## config.mk

```make
export PLATFORM = sky130hd
export DESIGN_NAME = fp16_div_unit
export DESIGN_NICKNAME = d
export VERILOG_FILES = /design/src/rtl/fp16_pkg.sv /design/src/rtl/fp16_div_step.sv /design/src/rtl/fp16_div_unit.sv
export SDC_FILE = /design/constraint.sdc
export NUM_CORES = 1
export LEC_CHECK = 0
export ABC_AREA = 1
export CORE_ASPECT_RATIO = 1.5
export CORE_MARGIN = 1.5
export CORE_UTILIZATION = 50
export CTS_CLUSTER_SIZE = 14
export DETAILED_ROUTE_END_ITERATION = 10
export HOLD_SLACK_MARGIN = 0.08
export PLACE_DENSITY = 0.73
export SYNTH_ARGS = -nofsm -noshare
export SYNTH_HDL_FRONTEND = slang
export SYNTH_SLANG_ARGS = --single-unit
export TNS_END_PERCENT = 50
```

## constraint.sdc

```tcl
create_clock -name clk -period 3.6 [get_ports clk]
set_clock_uncertainty 0.2 [all_clocks]
set_input_delay 0.72 -clock clk [delete_from_list [all_inputs] [get_ports clk]]
set_output_delay 0.72 -clock clk [all_outputs]
set_load 0.01 [all_outputs]
```

## src/rtl/fp16_pkg.sv

```systemverilog
// Shared FP16 field layout, exponent constants and the divider state encoding.
package fp16_pkg;

   localparam int EXP_W     = 5;
   localparam int FRAC_W    = 10;
   localparam int BIAS      = 15;
   localparam int EXP_MAX   = 31;
   localparam int DIV_ITERS = 12;

   localparam int SIGN_BIT  = 15;
   localparam int EXP_MSB   = 14;
   localparam int EXP_LSB   = 10;
   localparam int FRAC_MSB  = 9;
   localparam int FRAC_LSB  = 0;

   typedef enum logic [1:0] {
      IDLE,
      DIVIDE,
      NORM,
      DONE
   } div_state_t;

endpackage

```

## src/rtl/fp16_div_step.sv

```systemverilog
// One restoring-division iteration: conditional subtract of the divisor, then shift left.
module fp16_div_step
   import fp16_pkg::*;
(
   input  logic [FRAC_W+1:0] rem,
   input  logic [FRAC_W:0]   mb,
   output logic [FRAC_W+1:0] next_rem,
   output logic              q_bit
);

   logic [FRAC_W+1:0] diff;

   // The remainder stays below 2*mb, so the shifted value always fits in 12 bits.
   always_comb begin
      q_bit    = (rem >= {1'b0, mb});
      diff     = q_bit ? (rem - {1'b0, mb}) : rem;
      next_rem = diff << 1;
   end

endmodule

```

## src/rtl/fp16_div_unit.sv

```systemverilog
// Multi-cycle FP16 divider: captures operands, runs 12 restoring iterations, normalises with truncation.
module fp16_div_unit
   import fp16_pkg::*;
#(
   parameter int DATA_WIDTH = 16
)(
   input  logic                  clk,
   input  logic                  reset,
   input  logic                  start,
   input  logic [DATA_WIDTH-1:0] a,
   input  logic [DATA_WIDTH-1:0] b,
   output logic                  busy,
   output logic                  done,
   output logic [DATA_WIDTH-1:0] result,
   output logic                  div_by_zero
);

   localparam logic [3:0]        LAST_ITER = 4'(DIV_ITERS);
   localparam logic signed [7:0] BIAS_S    = 8'(BIAS);
   localparam logic signed [7:0] EXP_MAX_S = 8'(EXP_MAX);
   localparam logic [EXP_W-1:0]  EXP_ONES  = '1;

   div_state_t state;
   div_state_t state_next;

   logic [DATA_WIDTH-1:0] a_reg;
   logic [DATA_WIDTH-1:0] b_reg;
   logic [FRAC_W+1:0]     rem;
   logic [FRAC_W+1:0]     q;
   logic [3:0]            iter;

   logic [FRAC_W:0]       mb;
   logic [FRAC_W+1:0]     step_rem;
   logic                  step_bit;

   logic                  sign;
   logic                  a_zero;
   logic                  b_zero;
   logic signed [7:0]     ea_s;
   logic signed [7:0]     eb_s;
   logic signed [7:0]     exp_prov;
   logic signed [7:0]     exp_norm;
   logic [FRAC_W-1:0]     frac_norm;
   logic [DATA_WIDTH-1:0] result_next;
   logic                  dbz_next;

   assign mb = {1'b1, b_reg[FRAC_MSB:FRAC_LSB]};

   fp16_div_step u_step (
      .rem      (rem),
      .mb       (mb),
      .next_rem (step_rem),
      .q_bit    (step_bit)
   );

   always_ff @(posedge clk) begin
      if (reset) begin
         state <= IDLE;
      end else begin
         state <= state_next;
      end
   end

   always_comb begin
      state_next = state;
      busy       = 1'b1;
      done       = 1'b0;
      case (state)
         IDLE: begin
            busy = 1'b0;
            if (start) begin
               state_next = DIVIDE;
            end
         end
         DIVIDE: begin
            if (iter == LAST_ITER) begin
               state_next = NORM;
            end
         end
         NORM: begin
            state_next = DONE;
         end
         DONE: begin
            done       = 1'b1;
            state_next = IDLE;
         end
         default: begin
            state_next = IDLE;
         end
      endcase
   end

   // The first DIVIDE cycle only seeds the remainder; iterations 1..12 each retire one quotient bit.
   always_ff @(posedge clk) begin
      if (reset) begin
         a_reg       <= '0;
         b_reg       <= '0;
         rem         <= '0;
         q           <= '0;
         iter        <= '0;
         result      <= '0;
         div_by_zero <= 1'b0;
      end else begin
         case (state)
            IDLE: begin
               if (start) begin
                  a_reg <= a;
                  b_reg <= b;
                  iter  <= '0;
               end
            end
            DIVIDE: begin
               if (iter == 4'd0) begin
                  rem <= {1'b0, 1'b1, a_reg[FRAC_MSB:FRAC_LSB]};
                  q   <= '0;
               end else begin
                  rem <= step_rem;
                  q   <= {q[FRAC_W:0], step_bit};
               end
               iter <= iter + 4'd1;
            end
            NORM: begin
               result      <= result_next;
               div_by_zero <= dbz_next;
            end
            default: begin
            end
         endcase
      end
   end

   // Quotient lies in [0.5, 2); a clear top bit means one extra left shift and exponent decrement.
   always_comb begin
      sign   = a_reg[SIGN_BIT] ^ b_reg[SIGN_BIT];
      a_zero = (a_reg[EXP_MSB:EXP_LSB] == '0);
      b_zero = (b_reg[EXP_MSB:EXP_LSB] == '0);
      ea_s   = {3'b000, a_reg[EXP_MSB:EXP_LSB]};
      eb_s   = {3'b000, b_reg[EXP_MSB:EXP_LSB]};
      exp_prov = ea_s - eb_s + BIAS_S;

      if (q[FRAC_W+1]) begin
         frac_norm = q[FRAC_W:1];
         exp_norm  = exp_prov;
      end else begin
         frac_norm = q[FRAC_W-1:0];
         exp_norm  = exp_prov - 8'sd1;
      end

      dbz_next    = 1'b0;
      result_next = '0;
      if (b_zero) begin
         dbz_next    = 1'b1;
         result_next = {sign, EXP_ONES, {FRAC_W{1'b0}}};
      end else if (a_zero) begin
         result_next = '0;
      end else if (exp_norm >= EXP_MAX_S) begin
         result_next = {sign, EXP_ONES, {FRAC_W{1'b0}}};
      end else if (exp_norm <= 8'sd0) begin
         result_next = '0;
      end else begin
         result_next = {sign, 5'(exp_norm), frac_norm};
      end
   end

endmodule

```

After elaboration in Yosys (flattened, before gate mapping)
Index checks and enable logic that the tools add are counted.
{ "op_classes": {"add_sub_neg": 5, "order_cmp": 3, "eq_ne": 6, "muxes": 17, "n_bitwise": 1, "n_reduce_logical": 8} }
{ "op_table": {"columns": ["cell", "n"], "rows": [
  ["2-to-1 mux 16 bit", 4],
  ["2-to-1 mux 12 bit", 2],
  [">= comparator 12 x 11 -> 1 bit", 1],
  ["2-to-1 mux 11 bit", 1],
  ["subtractor 11 bit", 1],
  ["zero test 5 bit", 2],
  ["2-to-1 mux 10 bit", 1],
  [">= comparator 8 x 6 -> 1 bit, second input constant", 1],
  ["less-or-equal comparator 8 x 1 -> 1 bit, second input constant", 1],
  ["2-to-1 mux 8 bit", 1],
  ["case mux 2 bit (4 select lines)", 1],
  ["case mux 4 bit (2 select lines)", 1],
  ["subtractor 7 x 2 -> 8 bit, second input constant", 1],
  ["adder 6 x 5 -> 7 bit, second input constant", 1],
  ["AND reduction 2 bit", 3],
  ["subtractor 5 x 5 -> 6 bit", 1],
  ["adder 4 x 1 -> 4 bit, second input constant", 1],
  ["== test 2 bit, second input constant", 2],
  ["== test 4 bit, second input constant", 1],
  ["zero test 4 bit", 1],
  ["2-to-1 mux 2 bit", 2],
  ["2-to-1 mux 4 bit", 1],
  ["inequality test 2 bit, second input constant", 2],
  ["2-to-1 mux 1 bit", 3],
  ["4 further kinds", 4]
]} }
{ "totals": {"register_bits": 79, "inputBits": 35, "output_inout_bits": 19, "elab_cells": 48} }

Logic depth before layout (Yosys ltp)
Gate-level depths: netlist of run 1.
{ "depth": {"depth_word": 9, "mapped_depth": 22, "depth_no_buf": 22} }

Modules after synthesis
Synthesis of run 1 repeated with hierarchy kept, for this count alone.
{ "hier_totals": {"hier_cells": 700, "area_unflattened_um2": 4807.1} }
{ "by_module_without_submodules": {"columns": ["mod", "n_inst", "cells_per_inst", "area_per_inst_um2", "seq_area_each_um2"], "rows": [
  ["fp16_div_unit", 1, 533, 3823.7, 1581.5],
  ["fp16_div_step", 1, 167, 983.4, 0.0]
]} }

Worst setup path after synthesis of run 1
OpenSTA, ideal clock, no wires.
{ "synth_path": {"path_type": "reg-to-reg", "start": "register a_reg[10]", "end": "register result[0]", "setup_ns": 0.132, "t_arrival_ns": 2.405, "required_ns": 3.268, "slack_ns": 0.863, "path_stages_with_launch": 20, "n_path_buf": 1, "synth_period_minus_slack_ns": 2.737, "path_cell_list": "dfxtp_1 -> inv_1 -> ha_1 -> inv_1 -> fa_1 -> inv_1 -> ha_1 -> nand3b_1 -> nand2_1 -> nor2_1 -> nand3_1 -> inv_1 -> nand2_1 -> nand2_1 -> nand3_1 -> nor2_1 -> nor2_4 -> buf_6 -> nand3_1 -> a21oi_1"} }
{ "synth_between": {"elab_chain_len": 9, "word_cells_on_any_way": 11, "cone_classes": "add/sub (3); order compare (2); mux (5); reduce/logical (1)"} }
{ "synth_rtl": {"columns": ["element", "line_no", "rtl"], "rows": [
  ["start: declaration", "fp16_div_unit.sv:26", "logic [DATA_WIDTH-1:0] a_reg;"],
  ["start signal: assignment", "fp16_div_unit.sv:96", "a_reg <= '0;"],
  ["start signal: assignment", "fp16_div_unit.sv:107", "a_reg <= a;"],
  ["subtractor 5 x 5 -> 6 bit", "fp16_div_unit.sv:139", "exp_prov = ea_s - eb_s + BIAS_S;"],
  ["adder 6 x 5 -> 7 bit", "fp16_div_unit.sv:139", null],
  ["subtractor 7 x 2 -> 8 bit", "fp16_div_unit.sv:146", "exp_norm = exp_prov - 8'sd1;"],
  ["2-to-1 mux 8 bit", "fp16_div_unit.sv:141", "if (q[FRAC_W+1]) begin"],
  ["less-or-equal comparator 8 x 1 -> 1 bit", "fp16_div_unit.sv:158", "end else if (exp_norm <= 8'sd0) begin"],
  ["2-to-1 mux 16 bit", "fp16_div_unit.sv:158", null],
  ["2-to-1 mux 16 bit", "fp16_div_unit.sv:156", "end else if (exp_norm >= EXP_MAX_S) begin"],
  ["2-to-1 mux 16 bit *", "fp16_div_unit.sv:154", "end else if (a_zero) begin"],
  ["2-to-1 mux 16 bit *", "fp16_div_unit.sv:151", "if (b_zero) begin"],
  ["end signal: assignment", "fp16_div_unit.sv:123", "result <= result_next;"],
  ["end: declaration", "fp16_div_unit.sv:14", "output logic [DATA_WIDTH-1:0] result,"]
]} }
Mark *: on every way between the ends. The rest lies on a longest branch, timed or not.
A chain may end at the register's enable or synchronous reset.

Worst setup path after layout of run 1
{ "layout_path": {"start": "register a_reg[10]", "end": "register result[4]"} }
The elaborated chain is that of the path after synthesis.

==> results of run 1 <==
==> final cells by class <==
type / instances / share of cell area (%)
inverter: 63 / 4.50
clock buffer: 11 / 4.62
clock inverter: 5 / 1.55
tap: 107 / 2.55
timing repair buffer: 60 / 11.1
sequential: 79 / 30.1
multi-input combinational: 461 / 45.6
==> routing by layer <==
layer  global-route usage (%)  part of all wire, %  vias to the layer above
met1                     23.6                   39                     1946
li1                         -                    -                     2184
met2                     44.8                   54                       81
met4                     12.2                  3.1                        0
met3                     4.50                  3.2                       20
met5                        0                    0                        -
==> tightest hold or removal path: stages, from the launching register on <==
cell and delay (ps):
dfxtp_1 290, inv_1 60, a21oi_1 60
==> layout by cell type (no fill, tap or decap), types with 2 or more instances in the layout <==
| master | synthesis | layout |
|---|---|---|
| a211oi_1 | 2 | 2 |
| a21oi_1 | 87 | 87 |
| buf_4 | 0 | 7 |
| bufinv_16 | 0 | 2 |
| clkbuf_16 | 0 | 9 |
| clkdlybuf4s50_1 | 0 | 53 |
| clkinv_1 | 3 | 3 |
| dfxtp_1 | 79 | 79 |
| fa_1 | 2 | 2 |
| ha_1 | 23 | 23 |
| inv_1 | 59 | 59 |
| nand2_1 | 127 | 127 |
| nand3_1 | 46 | 46 |
| nand3_2 | 2 | 2 |
| nand4_1 | 8 | 8 |
| nor2_1 | 68 | 68 |
| nor2_2 | 2 | 2 |
| nor2_4 | 2 | 2 |
| nor3_1 | 11 | 11 |
| nor4_1 | 10 | 10 |
| o211ai_1 | 4 | 4 |
| o21ai_0 | 43 | 43 |
| or2_2 | 6 | 6 |
| xnor2_1 | 6 | 6 |
| xor2_1 | 3 | 3 |
==> power by group <==
group          internal [uW]  switching, uW
Clock                    625            345
Combinational            934           1700
Sequential              1060            101
==> per-stage QoR <==
step / instances / worst slack, ps / hold WS [ps]
after floorplan: 629 / 863 / 230
after global placement: 770 / 703 / 245
after detailed placement: 770 / 600 / 252
after CTS: 786 / 612 / 263
after global routing: 786 / 329 / 290
final: 786 / 618 / 260
==> cell families after synthesis <==
logic type,after synthesis,synth area share [%]
simple gates,284,28.6
fa+ha+maj,25,7.59
compound gates,143,17.5
flops,79,36.6
xor+xnor,9,1.82
buf+inv,89,7.93
==> how the worst min path moves through the flow <==
stage / startpoint / endpoint
global route: b_reg[4]$_SDFFE_PP0P_ / b_reg[4]$_SDFFE_PP0P_
global placement: a_reg[4]$_SDFFE_PP0P_ / a_reg[4]$_SDFFE_PP0P_
detailed placement: a_reg[2]$_SDFFE_PP0P_ / a_reg[2]$_SDFFE_PP0P_
CTS: a_reg[2]$_SDFFE_PP0P_ / a_reg[2]$_SDFFE_PP0P_
finish: a_reg[2]$_SDFFE_PP0P_ / a_reg[2]$_SDFFE_PP0P_
floorplan: a_reg[9]$_SDFFE_PP0P_ / a_reg[9]$_SDFFE_PP0P_
==> results.sh, run 1 <==
export IMPL_drc=0
export IMPL_yosysWarnings=0
export IMPL_crit_slowest_cell="fa_1"
export IMPL_final_util_pct=62.5
export IMPL_crit_required_ps=3670
export IMPL_worstSetupEndpoint="result[4]$_SDFFE_PP0P_"
export IMPL_synth_edf_count=0
export IMPL_clkSinkCount=79
export IMPL_syn_cell_area_sq_mm=0.00432
export IMPL_via_count=4231
export IMPL_slew_viol_final=0
export IMPL_r2r_end="result[4]$_SDFFE_PP0P_"
export IMPL_grt_max_degree=43
export IMPL_finalPower_uw=4760
export IMPL_cpPeakStageDelay_ps=410
export IMPL_crit_buf_inv=3
export IMPL_synthDistinctLibCells=35
export IMPL_port_buffers=53
export IMPL_syn_to_final_growth_pct=21.6
export IMPL_crit_start="a_reg[10]$_SDFFE_PP0P_"
export IMPL_first_pass_iters=4
export IMPL_cp_depth=17
export IMPL_syn_area_per_cell_sq_um=6.87
export IMPL_start_kind="flip-flop"
export IMPL_grt_use_total_pct=23.3
export IMPL_start_util_pct=51.4
export IMPL_drt_wl_total_um=10100
export IMPL_clkLatencyLatePin_ps=340
export IMPL_synth_top_area_cell="dfxtp_1"
export IMPL_fmaxAchievable_mhz=335
export IMPL_path_class="flip-flop to flip-flop"
export IMPL_min_period_ps=2980
export IMPL_ioPinCount=54
export IMPL_netlist_top_cells_area="dfxtp_1 (37%), nand2_1 (11%), a21oi_1 (10%)"
export IMPL_finalSetupTns_ps=0
export IMPL_ys_flop_type="dfxtp_1"
export IMPL_h_tree_depth=3
export IMPL_outcome="finished clean"
export IMPL_grt_first_pass_wirelength_um=17000
export IMPL_relSlewSlack_pct=56.0
export IMPL_path_delay_family="simple AND/OR/NAND/NOR gates"
export IMPL_ff_latch_area_sq_mm=0.00158
export IMPL_cts_tree="done"
export IMPL_viasPerCell=5.38
export IMPL_num_rows=41
export IMPL_worst_r2r_cell_count=17
export IMPL_place_congestion=0.833
export IMPL_rsz0062_at_grt="no"
export IMPL_grt_ovfl_total=0
export IMPL_critical_path_max_fanout=14
export IMPL_max_cap_violations=0
export IMPL_synth_top_area_share_pct=36.6
export IMPL_post_cts_buffers=0
export IMPL_antenna_left=0
export IMPL_grt_pass1_vias=4048
export IMPL_cp_common_cell="nand3_1"
export IMPL_p_leak_uw=0.00218
export IMPL_r2r_slack_ps=620
export IMPL_chipHeight_um=117
export IMPL_dr_first_iter_drc_count=192
export IMPL_end_kind="flip-flop"
export IMPL_tightest_slew_ps=652
export IMPL_worst_hold_path_num_cells=2
export IMPL_cts_resized=0
export IMPL_ys_top_cells_by_count="nand2_1 (127), a21oi_1 (87), dfxtp_1 (79)"
export IMPL_ctsHoldBuffers=0
export IMPL_r2r_start="a_reg[10]$_SDFFE_PP0P_"
export IMPL_finalHoldViolations=0
export IMPL_synth_seq_cells=79
export IMPL_final_fill_count=796
export IMPL_period_share_pct=82.8
export IMPL_die_area_sq_mm=0.00922
export IMPL_cellPowerDensity_mw_per_mm2=906
export IMPL_antenna_found_initial=0
export IMPL_netlist_instances=629
export IMPL_fin_area_sq_mm=0.00526
export IMPL_wl_per_cell_um=12.8
export IMPL_worstPathArrival_ps=3050
export IMPL_ys_async_sr_fraction_pct=0
export IMPL_die_w_um=78.9
export IMPL_yosysMostFrequentCell="nand2_1"
export IMPL_path_cells="inv_1, ha_1, inv_1, fa_1, inv_1, ha_1, nand3b_1, nand2_1, nor2_1, nand3_1, nand3_1, nand2_1, nand3_1, nor2_1, nor2_4, nand3_1, a21oi_1"
export IMPL_clock_path_buffers=2
export IMPL_hpwl_um=7590
export IMPL_ir_drop_mv=0.718
export IMPL_dpl_instance_area_sq_mm=0.00493
export IMPL_diodes=0
export IMPL_multiInputGateArea_sq_mm=0.00240
export IMPL_cts_root_buf="clkbuf_16"
export IMPL_nets=734
export IMPL_ys_seq_area_share_pct=36.6
export IMPL_core_area_sq_mm=0.00841
export IMPL_synth_nets=689
export IMPL_setup_viol=0
export IMPL_numCtsBuffers=9
export IMPL_worstHoldPathType="flip-flop to flip-flop"
export IMPL_drive_above_1_share_pct=5.45
export IMPL_clkTransAtPathRegs_ps=60
No activity file was read; power rests on OpenSTA's default activity.
==> inputs of run 2 (changes only) <==
--- a/config.mk
+++ b/config.mk
@@ -12,7 +12,7 @@
 export CTS_CLUSTER_SIZE = 14
 export DETAILED_ROUTE_END_ITERATION = 10
 export HOLD_SLACK_MARGIN = 0.08
-export PLACE_DENSITY = 0.73
+export PLACE_DENSITY = 0.76
 export SYNTH_ARGS = -nofsm -noshare
 export SYNTH_HDL_FRONTEND = slang
 export SYNTH_SLANG_ARGS = --single-unit
==> constraint.sdc (replaced) <==
create_clock -name clk -period 2.4 [get_ports clk]
set_clock_uncertainty 0.2 [all_clocks]
set_input_delay 0.48 -clock clk [delete_from_list [all_inputs] [get_ports clk]]
set_output_delay 0.48 -clock clk [all_outputs]
set_load 0.01 [all_outputs]
==> run 2 against run 1 <==
  * The flow now finishes with violations (negative setup slack)
  * Combinational power grew 88%
  * Via count rose by 4.0%
  * Largest power group unchanged
  * Utilization grew 4.5 points
  * Count of clock-buffer cells in the layout is 2 lower
  * Non-clock buffer count is 28 higher
  * Register-to-register slack worse by 1000 ps
  * Critical path depth grew 2
  * Critical path type unchanged
  * Worst setup slack worse by 1000 ps
  * Sequential power is 50% higher
  * Sequential share of layout area decreased by 2.0 points
==> results.sh, run 2 (same netlist as run 1, synthesis figures left out) <==
export IMPL_dr_first_iter_drc_count=155
export IMPL_rsz0062_at_grt="yes"
export IMPL_relSlewSlack_pct=60.2
export IMPL_drive_above_1_share_pct=14.7
export IMPL_die_area_sq_mm=0.00922
export IMPL_place_inst=796
export IMPL_final_fill_count=742
export IMPL_antenna_found_initial=0
export IMPL_hpwl_um=7780
export IMPL_numCtsBuffers=9
export IMPL_start_kind="flip-flop"
export IMPL_max_cap_violations=0
export IMPL_nets=762
export IMPL_path_cells="inv_2, ha_4, inv_2, fa_1, inv_2, ha_4, nand3b_1, nand2_2, nor2_4, nand3_2, inv_2, nand2_2, nand2_1, nand2_1, nor2_2, nor2_4, buf_12, nand3_1, a21oi_1"
export IMPL_antenna_left=0
export IMPL_finalHoldViolations=0
export IMPL_cellPowerDensity_mw_per_mm2=1420
export IMPL_drt_wl_total_um=10400
export IMPL_path_class="flip-flop to flip-flop"
export IMPL_cp_common_cell="inv_2"
export IMPL_period_share_pct=118
export IMPL_drc=0
export IMPL_tightest_slew_ps=591
export IMPL_via_count=4401
export IMPL_first_pass_iters=4
export IMPL_worstPathArrival_ps=2900
export IMPL_worst_r2r_cell_count=19
export IMPL_viasPerCell=5.41
export IMPL_ctsHoldBuffers=0
export IMPL_cts_tree="done"
export IMPL_h_tree_depth=3
export IMPL_violations="negative setup slack"
export IMPL_fmaxAchievable_mhz=354
export IMPL_die_w_um=78.9
export IMPL_critical_path_max_fanout=14
export IMPL_end_kind="flip-flop"
export IMPL_ir_drop_mv=1.70
export IMPL_wl_per_cell_um=12.7
export IMPL_syn_to_final_growth_pct=30.3
export IMPL_cpPeakStageDelay_ps=520
export IMPL_min_period_ps=2820
export IMPL_fin_ws_ps=-424
export IMPL_crit_required_ps=2480
export IMPL_chipHeight_um=117
export IMPL_core_area_sq_mm=0.00841
export IMPL_diodes=0
export IMPL_p_leak_uw=0.00233
export IMPL_clkSinkCount=79
export IMPL_final_common_cell="nand2_1"
export IMPL_grt_first_pass_wirelength_um=17300
export IMPL_instances_no_fill=814
export IMPL_grt_use_total_pct=23.6
export IMPL_clkLatencyLatePin_ps=340
export IMPL_crit_slowest_cell="fa_1"
export IMPL_ioPinCount=54
export IMPL_port_buffers=53
export IMPL_start_util_pct=51.4
export IMPL_outcome="finished, violations left"
export IMPL_ff_latch_area_sq_mm=0.00158
export IMPL_grt_max_degree=54
export IMPL_clkTransAtPathRegs_ps=70
export IMPL_finalSetupTns_ps=-5990
export IMPL_clock_path_buffers=2
export IMPL_dpl_instance_area_sq_mm=0.00523
export IMPL_place_congestion=0.844
export IMPL_slew_viol_final=0
export IMPL_mostFrequentLayoutCells="nand2_1 (113), a21oi_1 (85), dfxtp_1 (77), nor2_1 (65), inv_1 (55)"
export IMPL_multiInputGateArea_sq_mm=0.00256
export IMPL_worst_hold_path_num_cells=2
export IMPL_grt_ovfl_total=0
export IMPL_setup_viol=16
export IMPL_num_rows=41
export IMPL_fin_area_sq_mm=0.00563
export IMPL_worstHoldPathType="flip-flop to flip-flop"
export IMPL_cts_root_buf="clkbuf_16"
export IMPL_grt_pass1_vias=4223
## run 2: worst paths after layout
check,startpoint,end,slack [ps]
worst max register to register,a_reg[10]$_SDFFE_PP0P_,result[6]$_SDFFE_PP0P_,-420
worst min register to register,a_reg[2]$_SDFFE_PP0P_,a_reg[2]$_SDFFE_PP0P_,250
worst max-delay path,a_reg[10]$_SDFFE_PP0P_,result[6]$_SDFFE_PP0P_,-420
worst min-delay path,a_reg[2]$_SDFFE_PP0P_,a_reg[2]$_SDFFE_PP0P_,250
## run 2: timing repair
action | CTS | global route
hold endpoints to repair | 0 | 0
gates resized for setup | 5 | 24
setup endpoints to repair | 17 | 28
buffers inserted | 1 | 2
pin swaps | 6 | 12
## run 2: worst max-delay path, delay by kind of cell (launching register included)
kind	cells	cell delay (ps)
AND/OR/NAND/NOR	10	960
flip-flops	1	320
adder cells (fa/ha/maj)	3	790
buffers and inverters	5	340
AO/OA/AOI/OAI	1	140
## run 2: layout make-up
cell class / count / area share [%]
multi-input cells: 461 / 45.4
flip-flops and latches: 79 / 28.1
repair buffers: 88 / 14.8
inverters: 63 / 4.22
clock buffers: 9 / 4.00
well taps: 107 / 2.38
clock inverters: 7 / 1.09
## run 2: metal layers
metal  track usage [%]  wire [um]  vias to the layer above
li1                  -          -                     2241
met1              22.8       4050                     2054
met2              47.7       5780                       87
met3              4.73        305                       19
met4              10.2        236                        0
met5                 0          0                        -
## run 2: through the flow
step	hold slack, ps	total power, uW	util, %	setup WS [ps]
floorplan	230	4990	-	-209
global placement	243	6220	62.2	-350
detailed placement	248	6360	62.2	-445
CTS	257	7730	65.8	-392
global route	269	8650	67.0	-576
finish	251	8000	67.0	-424
## run 2: power breakdown
part           switching, uW  internal, uW  total (uW)
clock                    586           720        1310
combinational           2940          2010        4950
sequential               155          1590        1740
total                   3680          4310        8000
==> inputs of run 3 (changes only) <==
--- a/config.mk
+++ b/config.mk
@@ -7,8 +7,9 @@
 export LEC_CHECK = 0
 export ABC_AREA = 1
 export CORE_ASPECT_RATIO = 1.5
-export CORE_MARGIN = 1.5
+export CORE_MARGIN = 8
 export CORE_UTILIZATION = 50
+export CTS_BUF_LIST = sky130_fd_sc_hd__clkbuf_4
 export CTS_CLUSTER_SIZE = 14
 export DETAILED_ROUTE_END_ITERATION = 10
 export HOLD_SLACK_MARGIN = 0.08
==> run 3 against run 2 <==
  * The flow still finishes with violations (negative setup slack)
  * Sequential share of layout area is 0.76 points higher
  * Fmax is 0.33% higher
  * Clock power is 27% lower
  * Worst setup slack better by 9.4 ps
  * Non-clock buffer count stayed put
  * Utilization is 1.7 points lower
  * Highest routed layer unchanged
  * Largest power group unchanged
  * Register-to-register slack hardly changed
  * Critical path depth stayed put
==> results.sh, run 3 (same netlist as run 1, synthesis figures left out) <==
export IMPL_antenna_left=0
export IMPL_worstHoldPathType="flip-flop to flip-flop"
export IMPL_instances_no_fill=812
export IMPL_antenna_found_initial=0
export IMPL_p_leak_uw=0.00228
export IMPL_tightest_slew_ps=550
export IMPL_path_class="flip-flop to flip-flop"
export IMPL_first_pass_iters=4
export IMPL_ctsHoldBuffers=0
export IMPL_numCtsBuffers=9
export IMPL_grt_first_pass_wirelength_um=17600
export IMPL_period_share_pct=117
export IMPL_port_buffers=53
export IMPL_ir_drop_mv=1.77
export IMPL_path_cells="inv_2, ha_4, inv_2, fa_1, inv_2, ha_4, nand3b_1, nand2_2, nor2_4, nand3_2, nand3_2, nand2_2, nand3_2, nor2_4, nor2_4, buf_12, nand2_1, nand2_1, a21oi_2"
export IMPL_grt_pass1_vias=4180
export IMPL_start_util_pct=51.4
export IMPL_finalHoldViolations=0
export IMPL_wl_per_cell_um=13.0
export IMPL_dr_first_iter_drc_count=160
export IMPL_final_util_pct=65.3
export IMPL_outcome="finished, violations left"
export IMPL_crit_slowest_cell="fa_1"
export IMPL_relSlewSlack_pct=62.9
export IMPL_num_rows=41
export IMPL_max_cap_violations=0
export IMPL_via_count=4339
export IMPL_rsz0062_at_grt="yes"
export IMPL_nets=762
export IMPL_mostFrequentLayoutCells="nand2_1 (114), a21oi_1 (84), dfxtp_1 (75), nor2_1 (64), inv_1 (55)"
export IMPL_final_common_cell="nand2_1"
export IMPL_core_area_sq_mm=0.00841
export IMPL_place_inst=795
export IMPL_finalSetupTns_ps=-5760
export IMPL_cts_tree="done"
export IMPL_syn_to_final_growth_pct=27.1
export IMPL_grt_max_degree=54
export IMPL_cts_root_buf="clkbuf_4"
export IMPL_cpPeakStageDelay_ps=510
export IMPL_violations="negative setup slack"
export IMPL_min_period_ps=2820
export IMPL_crit_required_ps=2580
export IMPL_chipHeight_um=130
export IMPL_drt_wl_total_um=10500
export IMPL_viasPerCell=5.34
export IMPL_finalPower_uw=7680
export IMPL_path_delay_family="simple AND/OR/NAND/NOR gates"
export IMPL_start_kind="flip-flop"
export IMPL_worstPathArrival_ps=2990
export IMPL_grt_use_total_pct=17.7
export IMPL_clkSinkCount=79
export IMPL_fmaxAchievable_mhz=355
export IMPL_die_w_um=91.9
export IMPL_clkLatencyLatePin_ps=440
export IMPL_drc=0
export IMPL_die_area_sq_mm=0.0119
export IMPL_clkTransAtPathRegs_ps=120
export IMPL_fin_ws_ps=-415
export IMPL_grt_ovfl_total=0
export IMPL_slew_viol_final=0
export IMPL_drive_above_1_share_pct=14.5
export IMPL_clock_path_buffers=2
export IMPL_dp_slack_ps=-414
export IMPL_place_congestion=0.846
export IMPL_diodes=0
export IMPL_end_kind="flip-flop"
export IMPL_critical_path_max_fanout=14
export IMPL_hpwl_um=7940
export IMPL_cellPowerDensity_mw_per_mm2=1400
export IMPL_crit_buf_inv=4
export IMPL_setup_viol=16
export IMPL_h_tree_depth=3
export IMPL_ioPinCount=54
-- run 3: cell types whose count changed in the layout (fill, tap and decap cells not counted), sizes merged --
cell	before	now
bufinv	0	3
inv	64	60
dlymetal6s2s	1	0
clkinvlp	2	0
clkinv	4	5
dlygate4sd2	0	1
-- run 3: final timing paths --
path,cells after the start,startpoint,endpoint,slack [ps]
setup reg to reg,19,a_reg[10]$_SDFFE_PP0P_,result[11]$_SDFFE_PP0P_,-420
setup / recovery,19,a_reg[10]$_SDFFE_PP0P_,result[11]$_SDFFE_PP0P_,-420
hold / removal,2,a_reg[2]$_SDFFE_PP0P_,a_reg[2]$_SDFFE_PP0P_,260
hold reg to reg,2,a_reg[2]$_SDFFE_PP0P_,a_reg[2]$_SDFFE_PP0P_,260
-- run 3: report_power, final --
group          internal, uW  switching, uW  total, uW
clock                   511            443        955
combinational          2040           2940       4980
sequential             1590            152       1740
-- run 3: per-stage QoR --
| step | area [sq um] | hold WS, ps |
|---|---|---|
| floorplan | 4390 | 230 |
| global placement | 5210 | 242 |
| detailed placement | 5210 | 248 |
| CTS | 5420 | 263 |
| global route | 5490 | 280 |
| finish | 5490 | 260 |
-- run 3: cell type report --
class                   instances  area (sq um)
multi-input cells             461          2550
fillers                       775          2920
inverters                      63           241
repair buffers                 88           817
clock inverters                 5          98.8
well taps                     107           134
clock buffers                   9          67.6
flip-flops and latches         79          1590
-- run 3: per-layer routing --
layer / wire (um) / vias up / GRT usage (%)
met5: 0 / - / 0
li1: - / 2238 / -
met2: 5810 / 80 / 35.4
met4: 191 / 0 / 7.52
met3: 355 / 15 / 4.48
met1: 4190 / 2006 / 16.4
-- run 3: timing repair --
item	CTS	global route
buffers inserted	4	1
endpoints found under the setup margin	22	27
pin swaps	8	10
gates cloned	0	0
gates resized for setup	13	19
-- run 3: worst register-to-register path, delay by kind of cell, from the launching register on --
kind,cells,cell delay [ps]
AOI/OAI and AO/OA,1,110
adders and majority gates,3,790
and+or+nand+nor,11,1010
DFF,1,340
buffers and inverters,4,310
